==> src/rtl/morse_ascii_decoder.sv <==
// ============================================================================
// morse_ascii_decoder : tick-sampled Morse keyed line to ASCII (A-Z, 0-9, space)
// Revision: 1.0
// ============================================================================
`default_nettype none

module morse_ascii_decoder #(
  parameter int CNT_W    = 4,
  parameter int DOT_MAX  = 2,
  parameter int DASH_MIN = 3,
  parameter int DASH_MAX = 5,
  parameter int CHAR_GAP = 3,
  parameter int WORD_GAP = 7,
  parameter int MAX_SYM  = 5
) (
  input  logic       clk,
  input  logic       rst,
  input  logic       tick,
  input  logic       mors,
  output logic [7:0] char_out,
  output logic       char_valid,
  output logic       err,
  output logic       busy
);

  localparam int SC_W  = $clog2(MAX_SYM + 1);
  localparam int EXT_W = (MAX_SYM > 5) ? MAX_SYM : 5;

  localparam logic [1:0] IDLE = 2'd0;
  localparam logic [1:0] MARK = 2'd1;
  localparam logic [1:0] GAP  = 2'd2;

  localparam logic [CNT_W-1:0] CNT_SAT    = '1;
  localparam logic [CNT_W-1:0] CNT_ONE    = CNT_W'(1);
  localparam logic [CNT_W-1:0] DOT_MAX_C  = CNT_W'(DOT_MAX);
  localparam logic [CNT_W-1:0] DASH_MIN_C = CNT_W'(DASH_MIN);
  localparam logic [CNT_W-1:0] DASH_MAX_C = CNT_W'(DASH_MAX);
  localparam logic [CNT_W-1:0] CHAR_GAP_C = CNT_W'(CHAR_GAP);
  localparam logic [CNT_W-1:0] WORD_GAP_C = CNT_W'(WORD_GAP);
  localparam logic [SC_W-1:0]  MAX_SYM_C  = SC_W'(MAX_SYM);

  logic [1:0]         state;
  logic [CNT_W-1:0]   mark_cnt;
  logic [CNT_W-1:0]   gap_cnt;
  logic [MAX_SYM-1:0] sym_buf;
  logic [SC_W-1:0]    sym_cnt;
  logic               bad;
  logic               space_armed;

  logic               is_dot;
  logic               is_dash;
  logic [MAX_SYM-1:0] app_buf;
  logic [SC_W-1:0]    app_cnt;
  logic               app_bad;
  logic [CNT_W-1:0]   gap_next;
  logic [EXT_W-1:0]   buf_ext;
  logic [7:0]         len_ext;
  logic [8:0]         dec;

  // Returns {match, ascii}; code holds the symbols with the oldest in the MSB.
  function automatic logic [8:0] decode(input logic [7:0] len, input logic [4:0] code);
    logic [8:0] r;
    r = 9'h000;
    case (len)
      8'd1: r = code[0] ? 9'h154 : 9'h145;
      8'd2:
        case (code[1:0])
          2'b00:   r = 9'h149;
          2'b01:   r = 9'h141;
          2'b10:   r = 9'h14E;
          default: r = 9'h14D;
        endcase
      8'd3:
        case (code[2:0])
          3'b000:  r = 9'h153;
          3'b001:  r = 9'h155;
          3'b010:  r = 9'h152;
          3'b011:  r = 9'h157;
          3'b100:  r = 9'h144;
          3'b101:  r = 9'h14B;
          3'b110:  r = 9'h147;
          default: r = 9'h14F;
        endcase
      8'd4:
        case (code[3:0])
          4'b0000: r = 9'h148;
          4'b0001: r = 9'h156;
          4'b0010: r = 9'h146;
          4'b0100: r = 9'h14C;
          4'b0110: r = 9'h150;
          4'b0111: r = 9'h14A;
          4'b1000: r = 9'h142;
          4'b1001: r = 9'h158;
          4'b1010: r = 9'h143;
          4'b1011: r = 9'h159;
          4'b1100: r = 9'h15A;
          4'b1101: r = 9'h151;
          default: r = 9'h000;
        endcase
      8'd5:
        case (code)
          5'b11111: r = 9'h130;
          5'b01111: r = 9'h131;
          5'b00111: r = 9'h132;
          5'b00011: r = 9'h133;
          5'b00001: r = 9'h134;
          5'b00000: r = 9'h135;
          5'b10000: r = 9'h136;
          5'b11000: r = 9'h137;
          5'b11100: r = 9'h138;
          5'b11110: r = 9'h139;
          default:  r = 9'h000;
        endcase
      default: r = 9'h000;
    endcase
    return r;
  endfunction

  // Buffer contents as they stand after the current low sample, so that a
  // mark ending and a character ending on one edge are handled together.
  always_comb begin
    is_dot  = (mark_cnt >= CNT_ONE) && (mark_cnt <= DOT_MAX_C);
    is_dash = (mark_cnt >= DASH_MIN_C) && (mark_cnt <= DASH_MAX_C);
    app_buf = sym_buf;
    app_cnt = sym_cnt;
    app_bad = bad;
    if (state == MARK) begin
      if (sym_cnt == MAX_SYM_C) begin
        app_bad = 1'b1;
      end else begin
        app_buf = (sym_buf << 1) | MAX_SYM'(is_dash);
        app_cnt = sym_cnt + SC_W'(1);
        if (!is_dot && !is_dash) app_bad = 1'b1;
      end
    end
    if (state == MARK)
      gap_next = CNT_ONE;
    else if (gap_cnt == CNT_SAT)
      gap_next = gap_cnt;
    else
      gap_next = gap_cnt + CNT_ONE;
    buf_ext = EXT_W'(app_buf);
    len_ext = 8'(app_cnt);
    dec     = decode(len_ext, buf_ext[4:0]);
  end

  always_ff @(posedge clk or posedge rst) begin
    if (rst) begin
      state       <= IDLE;
      mark_cnt    <= '0;
      gap_cnt     <= '0;
      sym_buf     <= '0;
      sym_cnt     <= '0;
      bad         <= 1'b0;
      space_armed <= 1'b0;
      char_out    <= 8'h00;
      char_valid  <= 1'b0;
      err         <= 1'b0;
    end else begin
      char_valid <= 1'b0;
      err        <= 1'b0;
      if (tick) begin
        case (state)
          IDLE: begin
            if (mors) begin
              state    <= MARK;
              mark_cnt <= CNT_ONE;
            end
          end
          MARK, GAP: begin
            if (mors) begin
              if (state == MARK) begin
                if (mark_cnt != CNT_SAT) mark_cnt <= mark_cnt + CNT_ONE;
              end else begin
                state    <= MARK;
                mark_cnt <= CNT_ONE;
              end
            end else begin
              state   <= GAP;
              gap_cnt <= gap_next;
              sym_buf <= app_buf;
              sym_cnt <= app_cnt;
              bad     <= app_bad;
              if (gap_next == CHAR_GAP_C) begin
                if (!app_bad && dec[8]) begin
                  char_out   <= dec[7:0];
                  char_valid <= 1'b1;
                end else begin
                  err <= 1'b1;
                end
                sym_buf     <= '0;
                sym_cnt     <= '0;
                bad         <= 1'b0;
                space_armed <= 1'b1;
              end else if (gap_next == WORD_GAP_C) begin
                if (space_armed) begin
                  char_out   <= 8'h20;
                  char_valid <= 1'b1;
                end
                space_armed <= 1'b0;
                state       <= IDLE;
              end
            end
          end
          default: state <= IDLE;
        endcase
      end
    end
  end

  assign busy = (state == MARK) || (sym_cnt != '0);

endmodule

`default_nettype wire

==> config.mk <==
export PLATFORM = sky130hd
export DESIGN_NAME = morse_ascii_decoder
export DESIGN_NICKNAME = d
export VERILOG_FILES = /design/src/rtl/morse_ascii_decoder.sv
export SDC_FILE = /design/constraint.sdc
export NUM_CORES = 1
export LEC_CHECK = 0
export BUFFER_PORTS_ARGS = -buffer_cell sky130_fd_sc_hd__buf_2
export CORE_ASPECT_RATIO = 1.75
export CORE_MARGIN = 1.5
export CORE_UTILIZATION = 50
export CTS_CLUSTER_SIZE = 16
export DETAILED_ROUTE_END_ITERATION = 12
export GPL_TIMING_DRIVEN = 0
export PLACE_DENSITY = 0.68
export SYNTH_ARGS = -nofsm -noshare
export SYNTH_HDL_FRONTEND = slang
export SYNTH_SLANG_ARGS = --single-unit
==> constraint.sdc <==
create_clock -name clk -period 9.3 [get_ports clk]
set_clock_uncertainty 0.05 [all_clocks]
set_input_delay 1.395 -clock clk [delete_from_list [all_inputs] [get_ports clk]]
set_output_delay 1.395 -clock clk [all_outputs]
set_load 0.01 [all_outputs]
# After elaboration in Yosys (flattened, before gate mapping)
# Memories as Yosys holds them, arrays and structs flattened.
# Cells that the tools add are included.
op_classes:
  add_sub_neg: 3
  multipliers: 0
  div: 0
  order_cmp: 4
  n_eq_ne: 25
  n_shift: 0
  mux: 45
  bitwise: 2
  reduce_logical: 21
ops:
  columns: ["operator", "count"]
  rows:
  - ["case mux 9 bit (5 select lines)", 1]
  - ["case mux 5 bit (7 select lines)", 1]
  - ["two-way mux 8 bit", 4]
  - ["two-way mux 4 bit", 6]
  - ["two-way mux 5 bit", 4]
  - ["== test 3 bit (second input constant)", 6]
  - ["two-way mux 1 bit", 18]
  - ["== test 3 x 2 -> 1 bit (second input constant)", 4]
  - ["case mux 4 bit (3 select lines)", 1]
  - ["two-way mux 2 bit", 5]
  - ["two-way mux 3 bit", 3]
  - ["adder 4 x 1 -> 4 bit (second input constant)", 2]
  - ["case mux 4 bit (2 select lines)", 1]
  - ["== test 3 x 1 -> 1 bit (second input constant)", 2]
  - ["inequality test 3 bit (second input constant)", 2]
  - ["AND reduction 3 bit", 2]
  - ["AND reduction 6 bit", 1]
  - ["nonzero test 2 bit", 3]
  - ["bitwise OR 5 x 1 -> 5 bit", 1]
  - ["AND reduction 5 bit", 1]
  - ["== test 2 x 1 -> 1 bit (second input constant)", 2]
  - ["== test 2 bit (second input constant)", 2]
  - ["== test 4 x 2 -> 1 bit (second input constant)", 1]
  - ["== test 4 x 3 -> 1 bit (second input constant)", 1]
  - ["19 further kinds", 26]
word_totals:
  regBits: 30
  latchBits: 0
  ram_bits: 0
  romBits: 336
  input_bits: 4
  out_inout_bits: 11
  word_cells: 112
  memories: 2
mem_list:
  columns: ["memory", "depth", "width", "rd", "rd_ports_with_merged_regs", "wr", "line", "text"]
  rows:
  - ["(name not given)", 32, 7, 1, 0, 0, "101", "case (code)"]
  - ["(name not given)", 16, 7, 1, 0, 0, "85", "case (code[3:0])"]

# Longest topological paths before layout
# Gate-level depths: netlist (run 1).
logic_depth:
  word_depth: 14
  ltp_mapped: 15
  ltp_nobuf: 12

# Worst setup path after synthesis (run 1)
# OpenSTA, ideal clock, no wires.
synth_timing:
  path_type: "flip-flop to flip-flop"
  startpoint: "register sym_cnt[1]"
  endpoint: "register char_out[0]"
  setup_ps: 125
  t_arrival_ps: 3873
  t_required_ps: 9125
  setup_slack_ps: 5252
  stages_incl_launch_ff: 16
  n_path_buf: 3
  period_less_slack_ps: 4048
  path_cell_list: "dfrtp_1 -> clkbuf_1 -> inv_1 -> ha_1 -> a21bo_2 -> buf_2 -> clkbuf_1 -> mux2i_1 -> inv_1 -> ha_1 -> mux2i_1 -> nor3_1 -> a311oi_1 -> a21oi_1 -> a311oi_4 -> mux2_2"
synth_between:
  elab_chain_cells: 8
  word_cells_on_any_way: 35
  classes_between: "add/sub (1); eq/ne (15); mux (12); reduce/logical (5); memory (2)"
synth_lines:
  columns: ["element", "line", "text"]
  rows:
  - ["start: declaration", "46", "logic [SC_W-1:0] sym_cnt;"]
  - ["start signal: assignment", "182", "sym_cnt <= app_cnt;"]
  - ["== test 3 bit / adder 3 x 1 -> 3 bit (equally long branches)", "128, 132", null]
  - ["two-way mux 5 bit / two-way mux 3 bit (equally long branches)", "128", "if (sym_cnt == MAX_SYM_C) begin"]
  - ["two-way mux 5 bit / two-way mux 3 bit (equally long branches)", "127", "if (state == MARK) begin"]
  - ["memory (32 x 7 bit) (tied with other cells)", null, null]
  - ["case mux 9 bit (5 select lines) (tied with other cells)", "64", "case (len)"]
  - ["logical AND 1 bit / case mux 9 bit (5 select lines) (equally long branches)", "185, 64", null]
  - ["inequality test 2 x 1 -> 1 bit (no source line) / two-way mux 8 bit (equally long branches)", null, null]
  - ["AND reduction 6 bit (no source line) / two-way mux 8 bit (equally long branches)", null, null]
  - ["end signal: assignment", "186", "char_out <= dec[7:0];"]
  - ["end: declaration", "20", "output logic [7:0] char_out,"]
# Parallel ways exist; a longest one is shown, timed or not. The select of a mux whose other input is x is not followed.
# A chain may end at the register's enable or synchronous reset.

# Worst setup path in the final report (run 1)
layout_timing:
  startpoint: "register sym_cnt[1]"
  endpoint: "register char_out[3]"
# The elaborated chain is that of the path after synthesis.

==> results of run 1 <==
==> critical path, delay by kind of cell (launching register included) <==
kind,cells,cell delay [ns]
AOI/OAI and AO/OA,4,1.53
adders and majority gates,2,0.54
buffers and inverters,5,1.25
DFF,1,0.38
muxes,3,1.26
and+or+nand+nor,1,0.06
==> cell usage after synthesis (all sizes together), types with 8 or more instances <==
| cell type | n | area, sq um |
|---|---|---|
| nand3 | 10 | 50.05 |
| a211oi | 8 | 60.06 |
| clkbuf | 12 | 46.29 |
| o21ai | 20 | 100.1 |
| ha | 18 | 225.2 |
| inv | 16 | 60.06 |
| a21oi | 14 | 70.07 |
| dfrtp | 29 | 725.7 |
| nand2 | 35 | 131.4 |
| a31oi | 9 | 56.30 |
| mux2i | 11 | 122.6 |
| nor3 | 9 | 45.04 |
| nor2 | 29 | 108.9 |
==> power by group through the flow <==
stage          logic, uW  registers, uW  clock network, uW
6_report             740            208                138
5_1_grt              815            216                146
4_1_cts              727            208                140
3_5_place_dp         722            210                  0
3_3_place_gp         715            208                  0
2_1_floorplan        549            203                  0
==> final cells by class <==
type / count / area [sq um]
fill: 460 / 1996
multi-input combinational: 237 / 1630
sequential: 29 / 725.7
buffer: 19 / 90.09
clock buffer: 7 / 86.33
timing repair buffer: 13 / 65.06
tap: 52 / 65.06
inverter: 16 / 60.06
clock inverter: 1 / 30.03
==> state kept, by name, indices dropped and copies added, names as in the netlist <==
| name | flops |
|---|---|
| bad | 1 |
| char_out | 7 |
| mark_cnt | 4 |
| space_armed | 1 |
| sym_buf | 5 |
| state | 2 |
| err | 1 |
| gap_cnt | 4 |
| char_valid | 1 |
| sym_cnt | 3 |
==> kinds of logic (layout without fill, tap and decap cells) <==
logic type,count (synthesis),after routing,synth area share
compound gates,90,90,0.2581
xor+xnor,2,2,0.006991
fa+ha+maj,18,18,0.08987
buf+inv,35,56,0.05991
flops,29,29,0.2896
mux,19,19,0.08937
other cells,1,1,0.001496
simple gates,107,107,0.2047
==> layer usage <==
metal,global-route usage,up-vias,wire length (um)
met5,0,-,0
met4,0.1337,0,286
met3,0.03610,26,218
met2,0.4597,72,3666
met1,0.3083,1150,2608
li1,-,1153,-
==> layout by cell type, fill, tap and decap left out, types with 12 or more instances in the layout <==
master and count:
inv_1 16, nand2_1 35, a21oi_1 14, nor2_1 29, buf_2 18, dfrtp_1 29, clkbuf_1 12, ha_1 18
o21ai_0 18
==> metrics by stage <==
stage / power, uW / cells / worst slack (ns)
after floorplan: 751.5 / 301 / 5.252
after global placement: 923.2 / 366 / 4.219
after detailed placement: 931.5 / 366 / 4.214
after CTS: 1075 / 374 / 4.189
after global routing: 1177 / 374 / 3.730
final: 1086 / 374 / 4.106
==> how the worst min path moves through the flow <==
stage	from	to	slack, ns	cells past startpoint
final	space_armed$_DFFE_PP0P_	space_armed$_DFFE_PP0P_	0.43	1
after global routing	space_armed$_DFFE_PP0P_	space_armed$_DFFE_PP0P_	0.45	1
after CTS	space_armed$_DFFE_PP0P_	space_armed$_DFFE_PP0P_	0.43	1
after detailed placement	space_armed$_DFFE_PP0P_	space_armed$_DFFE_PP0P_	0.42	1
after global placement	space_armed$_DFFE_PP0P_	space_armed$_DFFE_PP0P_	0.42	1
after floorplan	space_armed$_DFFE_PP0P_	space_armed$_DFFE_PP0P_	0.40	1
==> results.md, run 1 <==
- Pwr per Cell Area: 394.5 nW/um^2
- CP endpoint: char_out[3]$_DFFE_PP0P_
- Critical path data arrival time: approximately 5.3 ns
- Max Fanout on Critical Path: 10
- Slowest cell delay on critical path: 0.74 ns
- First DRT Iteration DRCs: 155
- Initial core utilization: 0.5278
- Core Rows: 33
- Fmax: a little under 0.2 GHz
- Reg clk slew, reported paths: 0.07 ns
- Clock Tree Root: clkbuf_8
- Worst setup SP type: flip-flop
- Largest net degree at the start of global routing: 30
- Final hold viol count: 0
- Maximum VDD drop: approximately 0.26 mV
- EDFF count, synth: 0
- Reg2Reg Depth: 15
- Cell Area, Synth: between 2000 and 3000 sq um
- Cell variety after synth: 64
- Clock share of power: 0.127
- Clock Sink Count: 29
- CP Cell Sequence: clkbuf_1 > inv_1 > ha_1 > a21bo_2 > buf_2 > clkbuf_1 > mux2i_1 > inv_1 > ha_1 > mux2i_1 > nor3_1 > a311oi_1 > a21oi_1 > a311oi_4 > mux2_2
- ANT nets after route: 0
- Reg2Reg Launch Point: sym_cnt[1]$_DFFE_PP0P_
- Core area: about 4700 sq um
- Die area: ~5500 sq um
- Flop-to-flop setup slack: around 4.1 ns
- Ys flop type: dfrtp_1
- Syn nets: 323
- Seq cells post-synth: 29
- Leakage: 0.001191 uW
- Die Span Y: ~97 um
- DRC viols: 0
- CP max stage cell: mux2i_1
- Vias: 2401
- Synth Warn #: 0
- N_diodes: 0
- Hold Buf Count CTS: 0
- Vias per inst: approximately 6.4
- First-pass GRT wire length: between 10 and 15 mm
- Outcome: completed
- RSZ-0062 raised after global routing: no
- Gp weighted congestion: a little over 0.9
- Share of cells above drive strength 1: 0.1366
- CTS Buffer Depth: 2
- DR WL/cell: approximately 18 um
- Syn-to-layout area delta: 9.835%
- Dpl hpwl: a little over 5 mm
- Final setup violating endpoints: 0
- Critical path class: reg -> reg
- TritonCTS Buffers: 5
- Max Cap Violations: 0
- Critical path origin: sym_cnt[1]$_DFFE_PP0P_
- Fin util: 0.5797
- Final Net Count: between 300 and 400
- Total Wirelength: 6.780 mm
- CTS tree: done
- Antenna violations before repair: 0
- Worst relative slew slack: 0.2493
- IO buf count: 13
- Die width: about 57 um
- I/O pin count: 15
- Max-slew violations: 0
- Fin crit period: slightly above 5 ns
- Async S/R FF share, synth: 1.000
- Int Pwr: approximately 520 uW
- Final instance area: ~2800 sq um
- CP Data Required Time: ~9.4 ns
- Combinational power share: 0.682
- CTS HTree Levels: 2
- Setup TNS: 0 ns
- Vias in the first global route: ~2.3k
- Period Utilization, post-route: 0.5585
- Total grt overflow: 0
- Worst-Margin Slew: around 1.1 ns
- Seq/Total Area, Yosys: 0.2896
- Number of post-CTS setup repair buffers: 0
- Sequential power share: 0.192
- Reg2reg end: char_out[3]$_DFFE_PP0P_
- Switching share of total power: 0.5187
- PostCTS Resize Cnt: 0
- Dpl cell area: roughly 2600 sq um
- Total Routing Usage GR: 0.2649
- Crit end category: flip-flop
- Cells after synthesis: ~300
- Final hold slack: between 0.4 and 0.5 ns
- Worst hold path class: reg -> reg
- Mean area per synthesized cell: 8.326 sq um
- NetSw: 563.2 uW
- First drt pass iteration count: 4
- Clock Latency Late Sink: 0.28 ns
No activity file was read; power rests on OpenSTA's default activity.
==> run 2: changes to the inputs <==
PLACE_DENSITY = 0.7   (was 0.68)
clock period = 4.24 ns   (was 9.3 ns; I/O delays follow)
==> results.md, run 2 (same netlist as run 1, synthesis figures left out) <==
- Max Cap Violations: 0
- Worst-Margin Slew: ~1.1 ns
- Gp weighted congestion: ~0.9
- CTS Buffer Depth: 2
- Vias: 2405
- Critical path class: reg -> reg
- Max FFs per register: 7
- M3 GR Usage: 0.03476
- Die area: 5462 sq um
- IO buf count: 13
- RSZ-0062 raised after global routing: no
- Final setup violating endpoints: 0
- Most common cell after layout, fill and taps aside: nand2_1
- I/O pin count: 15
- Final instance area: 2791 sq um
- Worst hold path class: reg -> reg
- CP Cell Sequence: inv_1 > ha_1 > a21bo_2 > clkbuf_4 > clkbuf_4 > mux2i_4 > inv_1 > ha_1 > mux2i_1 > nor3_1 > a311oi_1 > a21oi_1 > a311oi_4 > buf_4 > mux2_2
- Clock Tree Root: clkbuf_8
- Syn-to-layout area delta: 11.38%
- Core area: between 4000 and 5000 sq um
- Crit path buffers/inverters: 5
- First DRT Iteration DRCs: between 150 and 200
- Worst setup SP type: flip-flop
- Outcome: completed
- Die width: 56.52 um
- Total grt overflow: 0
- Final Net Count: 348
- CP Data Required Time: 4.36 ns
- CP max stage cell: dfrtp_1
- Vias in the first global route: roughly 2.3k
- Hold Buf Count CTS: 0
- Largest net degree at the start of global routing: 30
- First-pass GRT wire length: about 11 mm
- Worst relative slew slack: 0.2556
- First drt pass iteration count: 7
- Die Span Y: 96.66 um
- Period Utilization, post-route: 0.9614
- Max Fanout on Critical Path: 10
- CTS tree: done
- Total Wirelength: about 6.7 mm
- Leakage: ~0.0012 uW
- Crit end category: flip-flop
- Dpl hpwl: ~5.0 mm
- Critical path data arrival time: about 4.2 ns
- Fin crit period: just over 4 ns
- Max-slew violations: 0
- DR WL/cell: ~18 um
- Commonest cells after routing, fill and taps aside: 35 x nand2_1, 29 x nor2_1, 29 x dfrtp_1
- Initial core utilization: 0.5278
- ANT nets after route: 0
- Fin util: 0.5879
- DRC viols: 0
- Final hold viol count: 0
- Pwr per Cell Area: around 850 nW/um^2
- Clock Latency Late Sink: 0.28 ns
- Clock Sink Count: 29
- Vias per inst: roughly 6.3
- Biggest regs: char_out: 7 flops, sym_buf: 5 flops
- Overall Power: about 2400 uW
- Share of cells above drive strength 1: 0.1682
- Maximum VDD drop: 0.5946 mV
- Core Rows: 33
- N_diodes: 0
- Final hold slack: ~0.45 ns
- Largest Register: char_out
- Fillers: ~450
- TritonCTS Buffers: 5
- Reg clk slew, reported paths: roughly 0.070 ns
- CTS HTree Levels: 2
- Fmax: between 0.2 and 0.25 GHz
- Total Routing Usage GR: 0.2572
- Largest delay contributor family on the critical path: compound AO/OA/AOI/OAI gates
- Grt peak-use layer: met2
- Met1 usage: 0.2979
- Dpl cell area: approximately 2600 sq um
- Global routing usage on met2: 0.4365
- Antenna violations before repair: 0
- Setup TNS: 0 ns
- Slowest cell delay on critical path: 0.47 ns
[run 2: routing by layer]
layer / vias to the layer above / wire, um
met4: 0 / 343
met5: - / 0
li1: 1166 / -
met2: 71 / 3465
met3: 27 / 233
met1: 1141 / 2669
[run 2: layout make-up]
class                   instances  area, sq um  area share
clock inverters                 3        17.52    0.006275
multi-input cells             237         1652      0.5917
clock buffers                   5        68.82     0.02465
inverters                      16        60.06     0.02151
well taps                      52        65.06     0.02331
flip-flops and latches         29        725.7      0.2600
plain buffers                  18        92.59     0.03317
repair buffers                 19        110.1     0.03944
[run 2: path summary, 6_finish.rpt]
path | slack [ns] | to | start | cells past startpoint
min | 0.45 | space_armed$_DFFE_PP0P_ | space_armed$_DFFE_PP0P_ | 1
max | 0.16 | char_out[3]$_DFFE_PP0P_ | sym_cnt[1]$_DFFE_PP0P_ | 15
max reg2reg | 0.16 | char_out[3]$_DFFE_PP0P_ | sym_cnt[1]$_DFFE_PP0P_ | 15
min reg2reg | 0.45 | space_armed$_DFFE_PP0P_ | space_armed$_DFFE_PP0P_ | 1
max in group asynchronous | 2.88 | mark_cnt[2]$_DFFE_PP0P_ | rst | 2
min in group asynchronous | 0.58 | char_out[4]$_DFFE_PP0P_ | rst | 2
[run 2: what timing repair did]
| item | in CTS | in global routing |
|---|---|---|
| endpoints found under the setup margin | 8 | 7 |
| resized for setup | 3 | 5 |
| pin swaps | 1 | 0 |
| buffers inserted | 6 | 0 |
[run 2: where the power goes]
group | switching, uW | internal, uW
clock network | 115 | 113
registers | 99.4 | 366
logic | 1040 | 627
total | 1250 | 1110
[run 2: per-stage QoR]
stage               instances  setup slack (ns)
finish                    379            0.1638
global route              379           0.03269
CTS                       380           0.02889
detailed placement        366           -0.7494
global placement          366           -0.7339
floorplan                 301            0.1919
[run 2: worst reg2reg max path: cells and delay by family, from the launching register on]
family | cells | cell delay (ns)
simple gates | 1 | 0.06
compound gates | 4 | 1.22
mux | 3 | 0.74
fa+ha+maj | 2 | 0.50
buf+inv | 5 | 0.94
flops | 1 | 0.47
